`src/rtl/program_counter_ras_if.sv`:
```
// Command/status bundle between the control unit (master) and program_counter_ras (slave).
interface program_counter_ras_if #(
  parameter int unsigned N     = 32,
  parameter int unsigned DEPTH = 8
);
  localparam int unsigned SPW = $clog2(DEPTH + 1);

  logic           pc_stall;
  logic           pc_load;
  logic [N-1:0]   pc_data;
  logic           pc_branch;
  logic [N-1:0]   pc_offset;
  logic           pc_call;
  logic           pc_ret;
  logic           pc_inc;
  logic           err_clr;
  logic [N-1:0]   pc_out;
  logic [SPW-1:0] sp_level;
  logic           stack_full;
  logic           stack_empty;
  logic           stack_ovf;
  logic           stack_unf;

  modport master (
    output pc_stall, pc_load, pc_data, pc_branch, pc_offset,
           pc_call, pc_ret, pc_inc, err_clr,
    input  pc_out, sp_level, stack_full, stack_empty, stack_ovf, stack_unf
  );

  modport slave (
    input  pc_stall, pc_load, pc_data, pc_branch, pc_offset,
           pc_call, pc_ret, pc_inc, err_clr,
    output pc_out, sp_level, stack_full, stack_empty, stack_ovf, stack_unf
  );
endinterface

```
`src/rtl/program_counter_ras.sv`:
```
// Program counter with increment/load/branch and a call/return address stack.
// Optional macro PC_TRAP_EN: stack over/underflow redirects pc_out to TRAP_VEC.
module program_counter_ras #(
  parameter int unsigned  N        = 32,
  parameter int unsigned  DEPTH    = 8,
  parameter int unsigned  STEP     = 1,
  parameter logic [N-1:0] RST_VEC  = '0,
  parameter logic [N-1:0] TRAP_VEC = N'(32'hFFFF_FFF0)
) (
  input logic                 clk,
  input logic                 rst_n,
  program_counter_ras_if.slave bus
);
  localparam int unsigned  SPW    = $clog2(DEPTH + 1);
  localparam int unsigned  IW     = $clog2(DEPTH);
  localparam logic [N-1:0] STEP_N = N'(STEP);
`ifdef PC_TRAP_EN
  localparam bit TRAP_EN = 1'b1;
`else
  localparam bit TRAP_EN = 1'b0;
`endif

  typedef enum logic [2:0] {
    CMD_HOLD,
    CMD_STALL,
    CMD_LOAD,
    CMD_CALL,
    CMD_RET,
    CMD_BRANCH,
    CMD_INC
  } cmd_e;

  cmd_e           cmd;
  logic [N-1:0]   pc;
  logic [SPW-1:0] sp;
  logic           ovf;
  logic           unf;
  logic [N-1:0]   ras [DEPTH];
  logic           full;
  logic           empty;
  logic           ovf_set;
  logic           unf_set;
  logic [N-1:0]   err_pc;
  logic [IW-1:0]  push_idx;
  logic [IW-1:0]  pop_idx;

  always_comb begin
    cmd = CMD_HOLD;
    if (bus.pc_stall)       cmd = CMD_STALL;
    else if (bus.pc_load)   cmd = CMD_LOAD;
    else if (bus.pc_call)   cmd = CMD_CALL;
    else if (bus.pc_ret)    cmd = CMD_RET;
    else if (bus.pc_branch) cmd = CMD_BRANCH;
    else if (bus.pc_inc)    cmd = CMD_INC;
  end

  assign full     = (sp == SPW'(DEPTH));
  assign empty    = (sp == '0);
  assign ovf_set  = (cmd == CMD_CALL) && full;
  assign unf_set  = (cmd == CMD_RET) && empty;
  // Referencing TRAP_VEC in both builds keeps the parameter live; TRAP_EN folds away.
  assign err_pc   = TRAP_EN ? TRAP_VEC : pc;
  assign push_idx = IW'(sp);
  assign pop_idx  = IW'(sp - SPW'(1));

  always_ff @(posedge clk or negedge rst_n) begin
    if (!rst_n) begin
      pc  <= RST_VEC;
      sp  <= '0;
      ovf <= 1'b0;
      unf <= 1'b0;
      for (int unsigned i = 0; i < DEPTH; i++) ras[i] <= '0;
    end else begin
      // A fresh error in the same cycle as err_clr leaves the flag set.
      ovf <= ovf_set | (ovf & ~bus.err_clr);
      unf <= unf_set | (unf & ~bus.err_clr);
      unique case (cmd)
        CMD_LOAD: pc <= bus.pc_data;
        CMD_CALL: begin
          if (full) begin
            pc <= err_pc;
          end else begin
            ras[push_idx] <= pc + STEP_N;
            sp            <= sp + SPW'(1);
            pc            <= bus.pc_data;
          end
        end
        CMD_RET: begin
          if (empty) begin
            pc <= err_pc;
          end else begin
            pc <= ras[pop_idx];
            sp <= sp - SPW'(1);
          end
        end
        CMD_BRANCH: pc <= pc + bus.pc_offset;
        CMD_INC:    pc <= pc + STEP_N;
        default:    ;
      endcase
    end
  end

  assign bus.pc_out      = pc;
  assign bus.sp_level    = sp;
  assign bus.stack_full  = full;
  assign bus.stack_empty = empty;
  assign bus.stack_ovf   = ovf;
  assign bus.stack_unf   = unf;
endmodule

```
`src/flat_wrapper.sv`:
```
// flat-port wrapper written by rule: the top's interface ports become plain ports
module program_counter_ras_flat 
#(
  parameter int unsigned  N        = 32,
  parameter int unsigned  DEPTH    = 8,
  parameter int unsigned  STEP     = 1,
  parameter logic [N-1:0] RST_VEC  = '0,
  parameter logic [N-1:0] TRAP_VEC = N'(32'hFFFF_FFF0)
)
  (clk, rst_n, bus_pc_stall, bus_pc_load, bus_pc_data, bus_pc_branch, bus_pc_offset, bus_pc_call, bus_pc_ret, bus_pc_inc, bus_err_clr, bus_pc_out, bus_sp_level, bus_stack_full, bus_stack_empty, bus_stack_ovf, bus_stack_unf);
  program_counter_ras_if #(.N(N), .DEPTH(DEPTH)) bus_i ();
  input logic clk;
  input logic rst_n;
  input wire logic [$bits(bus_i.pc_stall)-1:0] bus_pc_stall;
  input wire logic [$bits(bus_i.pc_load)-1:0] bus_pc_load;
  input wire logic [$bits(bus_i.pc_data)-1:0] bus_pc_data;
  input wire logic [$bits(bus_i.pc_branch)-1:0] bus_pc_branch;
  input wire logic [$bits(bus_i.pc_offset)-1:0] bus_pc_offset;
  input wire logic [$bits(bus_i.pc_call)-1:0] bus_pc_call;
  input wire logic [$bits(bus_i.pc_ret)-1:0] bus_pc_ret;
  input wire logic [$bits(bus_i.pc_inc)-1:0] bus_pc_inc;
  input wire logic [$bits(bus_i.err_clr)-1:0] bus_err_clr;
  output wire logic [$bits(bus_i.pc_out)-1:0] bus_pc_out;
  output wire logic [$bits(bus_i.sp_level)-1:0] bus_sp_level;
  output wire logic [$bits(bus_i.stack_full)-1:0] bus_stack_full;
  output wire logic [$bits(bus_i.stack_empty)-1:0] bus_stack_empty;
  output wire logic [$bits(bus_i.stack_ovf)-1:0] bus_stack_ovf;
  output wire logic [$bits(bus_i.stack_unf)-1:0] bus_stack_unf;
  assign bus_i.pc_stall = bus_pc_stall;
  assign bus_i.pc_load = bus_pc_load;
  assign bus_i.pc_data = bus_pc_data;
  assign bus_i.pc_branch = bus_pc_branch;
  assign bus_i.pc_offset = bus_pc_offset;
  assign bus_i.pc_call = bus_pc_call;
  assign bus_i.pc_ret = bus_pc_ret;
  assign bus_i.pc_inc = bus_pc_inc;
  assign bus_i.err_clr = bus_err_clr;
  assign bus_pc_out = bus_i.pc_out;
  assign bus_sp_level = bus_i.sp_level;
  assign bus_stack_full = bus_i.stack_full;
  assign bus_stack_empty = bus_i.stack_empty;
  assign bus_stack_ovf = bus_i.stack_ovf;
  assign bus_stack_unf = bus_i.stack_unf;
  program_counter_ras #(.N(N), .DEPTH(DEPTH), .STEP(STEP), .RST_VEC(RST_VEC), .TRAP_VEC(TRAP_VEC)) u_core (.clk(clk), .rst_n(rst_n), .bus(bus_i));
endmodule
```
`config.mk`:
```
export PLATFORM = sky130hd
export DESIGN_NAME = program_counter_ras_flat
export DESIGN_NICKNAME = d
export VERILOG_FILES = /design/src/rtl/program_counter_ras_if.sv /design/src/rtl/program_counter_ras.sv /design/src/flat_wrapper.sv
export SDC_FILE = /design/constraint.sdc
export NUM_CORES = 1
export LEC_CHECK = 0
export CAP_MARGIN = 20
export CORE_MARGIN = 2
export CORE_UTILIZATION = 64
export DETAILED_ROUTE_END_ITERATION = 7
export PLACE_DENSITY = 0.88
export SYNTH_ARGS = -nofsm -noshare
export SYNTH_HDL_FRONTEND = slang
export SYNTH_SLANG_ARGS = --single-unit
```
`constraint.sdc`:
```
create_clock -name clk -period 5.49 [get_ports clk]
set_clock_uncertainty 0.15 [all_clocks]
set_input_delay 1.647 -clock clk [delete_from_list [all_inputs] [get_ports clk]]
set_output_delay 1.647 -clock clk [all_outputs]
set_load 0.01 [all_outputs]
```
==> PnR_summary.wiki <==
{| class="wikitable"
! Metric !! Value
|-
| Clock tree root buffer cell || clkbuf_16
|-
| Number of pins with negative max-slew slack in the final report || 0
|-
| Port Buffer Count || ~110
|-
| Area after detailed placement || 0.0167 mm^2
|-
| Post-route standard cell area excluding fillers || between 0.015 and 0.02 mm^2
|-
| Post-CTS Setup Repair Bufs || 0
|-
| Number of design-rule violations left by the first detailed-router iteration || about 1900
|-
| Setup repair after global routing missed its margin || false
|-
| Netlist Area Pre-Place || roughly 0.015 mm^2
|-
| Synthesis warning total || 0
|-
| Quantity of gates resized following cts || 0
|-
| Share of final-layout standard cells stronger than drive strength 1 || 0.109
|-
| Static Leak || roughly 7.6 nW
|-
| Clock buffer count from CTS || 28
|-
| Aggregate global routing overflow || 0
|-
| Number of antenna violations at the first check in global routing || 0
|-
| Kind of end point of the critical path || output port
|-
| Tmin final || 4.79 ns
|-
| Asr flop ratio synth || 1.00
|-
| Starting density of the core || 0.652
|-
| Headroom to the max-slew limit || 0.242
|-
| Clk sink count || about 290
|-
| Number of enable-type register cells in the synthesized netlist || 0
|-
| Total core area || between 0.02 and 0.025 mm^2
|-
| Final-stage net count || between 1500 and 2000
|-
| Post-synthesis cell type with the largest combined area || dfrtp_1
|-
| Total half-perimeter wirelength after legalization and detailed placement || approximately 28000 um
|-
| Count of different cell masters after synthesis || between 80 and 90
|-
| Post-CTS Hold Buffers || 0
|-
| Class of the tightest hold or removal check || reg -> reg
|-
| Maximum ir drop on the vdd rail || 322 uV
|-
| Most used standard cell by instance count after synthesis || dfrtp_1
|-
| Total wirelength of the detailed-routed design || roughly 45000 um
|-
| TritonCTS clock tree || done
|-
| Pwr Total || 9.66 mW
|-
| Number of standard cells after synthesis || 1549
|-
| Top_reg_cell synth || dfrtp_1
|-
| DRC violations left || 0
|-
| Largest fanout on the critical path || 28
|-
| Router iterations before antenna repair || 5
|-
| Antenna Violating Nets Remaining || 0
|-
| Num ports || about 110
|-
| Skew-Pair Late Insertion Delay || between 0.5 and 0.6 ns
|-
| Total count of hold-check failures in the final report || 0
|-
| Detailed-route via count || about 13000
|-
| Per-cell routed wire length || 23.0 um
|-
| Crit path DAT || 3.00 ns
|-
| Period Utilization, post-route || 0.873
|-
| DIE WIDTH || about 160 um
|-
| Full die area || 0.0252 mm^2
|-
| Outcome || finished, final reports clean
|-
| Layout overhead on the synthesized area || 15.4%
|-
| Via count of the first global-routing pass || 13400
|-
| Worst hold slack || 0.326 ns
|-
| Routability Congestion || approximately 0.9
|-
| CP required || about 3.7 ns
|-
| Clk pin slew, worst setup/hold paths || 0.07 ns
|-
| Standard-cell row count || 56
|-
| Fraction of post-synthesis cell area in the top cell type by area || 0.479
|-
| Syn Nets || around 1700
|-
| GRT Total Usage || 0.357
|-
| Measured slew at the worst slew-check pin || about 1.1 ns
|-
| Fin Setup TNS || 0 ns
|-
| Fmax || 209 MHz
|-
| Number of register bits inferred by synthesis || between 200 and 300
|-
| Top post-synthesis cells by area || dfrtp_1, mux4_2, o21ai_0, nand2_1, a21oi_1
|-
| CP Class || reg -> out
|-
| Max cap viols || 0
|-
| Maximum number of pins on one net before global-route repair || 150
|-
| Ant diodes || 0
|-
| First-pass GRT wire length || 71500 um
|-
| Power per cell area || between 500 and 600 mW/mm^2
|-
| CTS H-Tree Depth || 1
|-
| Post-synthesis sequential area ratio || 0.479
|-
| Clock buffer depth || 3
|-
| Via count normalized by instance count || 6.80
|-
| Most instantiated cells after synthesis || dfrtp_1, nand2_1, o21ai_0
|-
| Mean post-synth cell area || ~9.9 um^2
|-
| Die Y || 159 um
|-
| Startpoint type of the worst setup path || register
|-
| Number of setup violations in the final report || 0
|}
==> power by group <==
group / switching [mW] / internal [mW]
Sequential: 0.701 / 3.03
Combinational: 2.15 / 1.75
Clock: 0.859 / 1.16
==> cell families after synthesis <==
| family | Yosys count | share of synthesized area |
|---|---|---|
| buf+inv | 113 | 0.0308 |
| simple gates | 487 | 0.139 |
| compound gates | 466 | 0.174 |
| fa+ha+maj | 35 | 0.0290 |
| xor+xnor | 61 | 0.0348 |
| mux | 93 | 0.113 |
| flops | 294 | 0.479 |
==> sequential cells by signal, indices dropped and copies added, names as in the netlist <==
| signal | cells |
|---|---|
| u_core.bus.stack_unf | 1 |
| u_core.ras | 256 |
| u_core.bus.sp_level | 4 |
| u_core.bus.stack_ovf | 1 |
| u_core.bus.pc_out | 32 |
==> cell usage in the layout, fill, tap and decap left out, types with 6 or more instances in the layout <==
cell,count
nand2_1,253
buf_4,21
a211oi_1,7
clkbuf_8,9
a221oi_1,6
inv_1,14
clkbuf_1,6
ha_1,33
dfrtp_1,293
clkbuf_16,28
mux2_2,7
o221ai_1,13
and3_1,13
nor2_1,127
mux4_2,64
nand4_1,10
o22ai_1,7
a21o_1,12
o21ai_0,216
clkdlybuf4s50_1,111
nor3_1,19
a21oi_1,151
xnor2_1,33
mux2i_1,22
nand3_1,17
xor2_1,27
==> worst max-delay path: stages, from the launching register on <==
cell and delay [ns]:
dfrtp_4 0.69, inv_1 0.26, ha_2 0.32, nor3b_1 0.51, clkdlybuf4s50_1 0.64
==> metrics by stage <==
stage | std cells | util | worst slack [ns]
floorplan | 1549 | - | 1.36
global placement | 1905 | 0.711 | 0.766
detailed placement | 1905 | 0.711 | 0.719
CTS | 1957 | 0.752 | 0.715
global route | 1957 | 0.752 | 0.554
finish | 1957 | 0.752 | 0.695
==> layout make-up <==
type / instances / area [um^2]
Timing Repair Buffer: 136 / 1340
Tap cell: 319 / 399
Multi-Input combinational cell: 1142 / 7590
Clock inverter: 9 / 113
Inverter: 14 / 52.6
Fill cell: 1502 / 5830
Sequential cell: 294 / 7360
Clock buffer: 43 / 847
==> path summary, 6_finish.rpt <==
check                                       start                    end  slack [ns]  cells past startpoint
min in group asynchronous                   rst_n         u_core.ras[95]        1.07                      1
max                        u_core.bus.sp_level[0]        bus_stack_empty        0.70                      4
max in group asynchronous                   rst_n        u_core.ras[108]        3.03                      2
min                                u_core.ras[70]         u_core.ras[70]        0.33                      2
max reg2reg                u_core.bus.sp_level[0]  u_core.bus.pc_out[29]        1.63                     11
min reg2reg                        u_core.ras[70]         u_core.ras[70]        0.33                      2
==> layer usage <==
metal,vias to the layer above,wire [um],GRT usage
met4,0,1950,0.146
met2,937,21400,0.584
met1,6479,16900,0.467
met5,-,0,0
li1,5679,-,-
met3,203,4740,0.0802
Note: power is estimated with default switching activity, not from simulation.
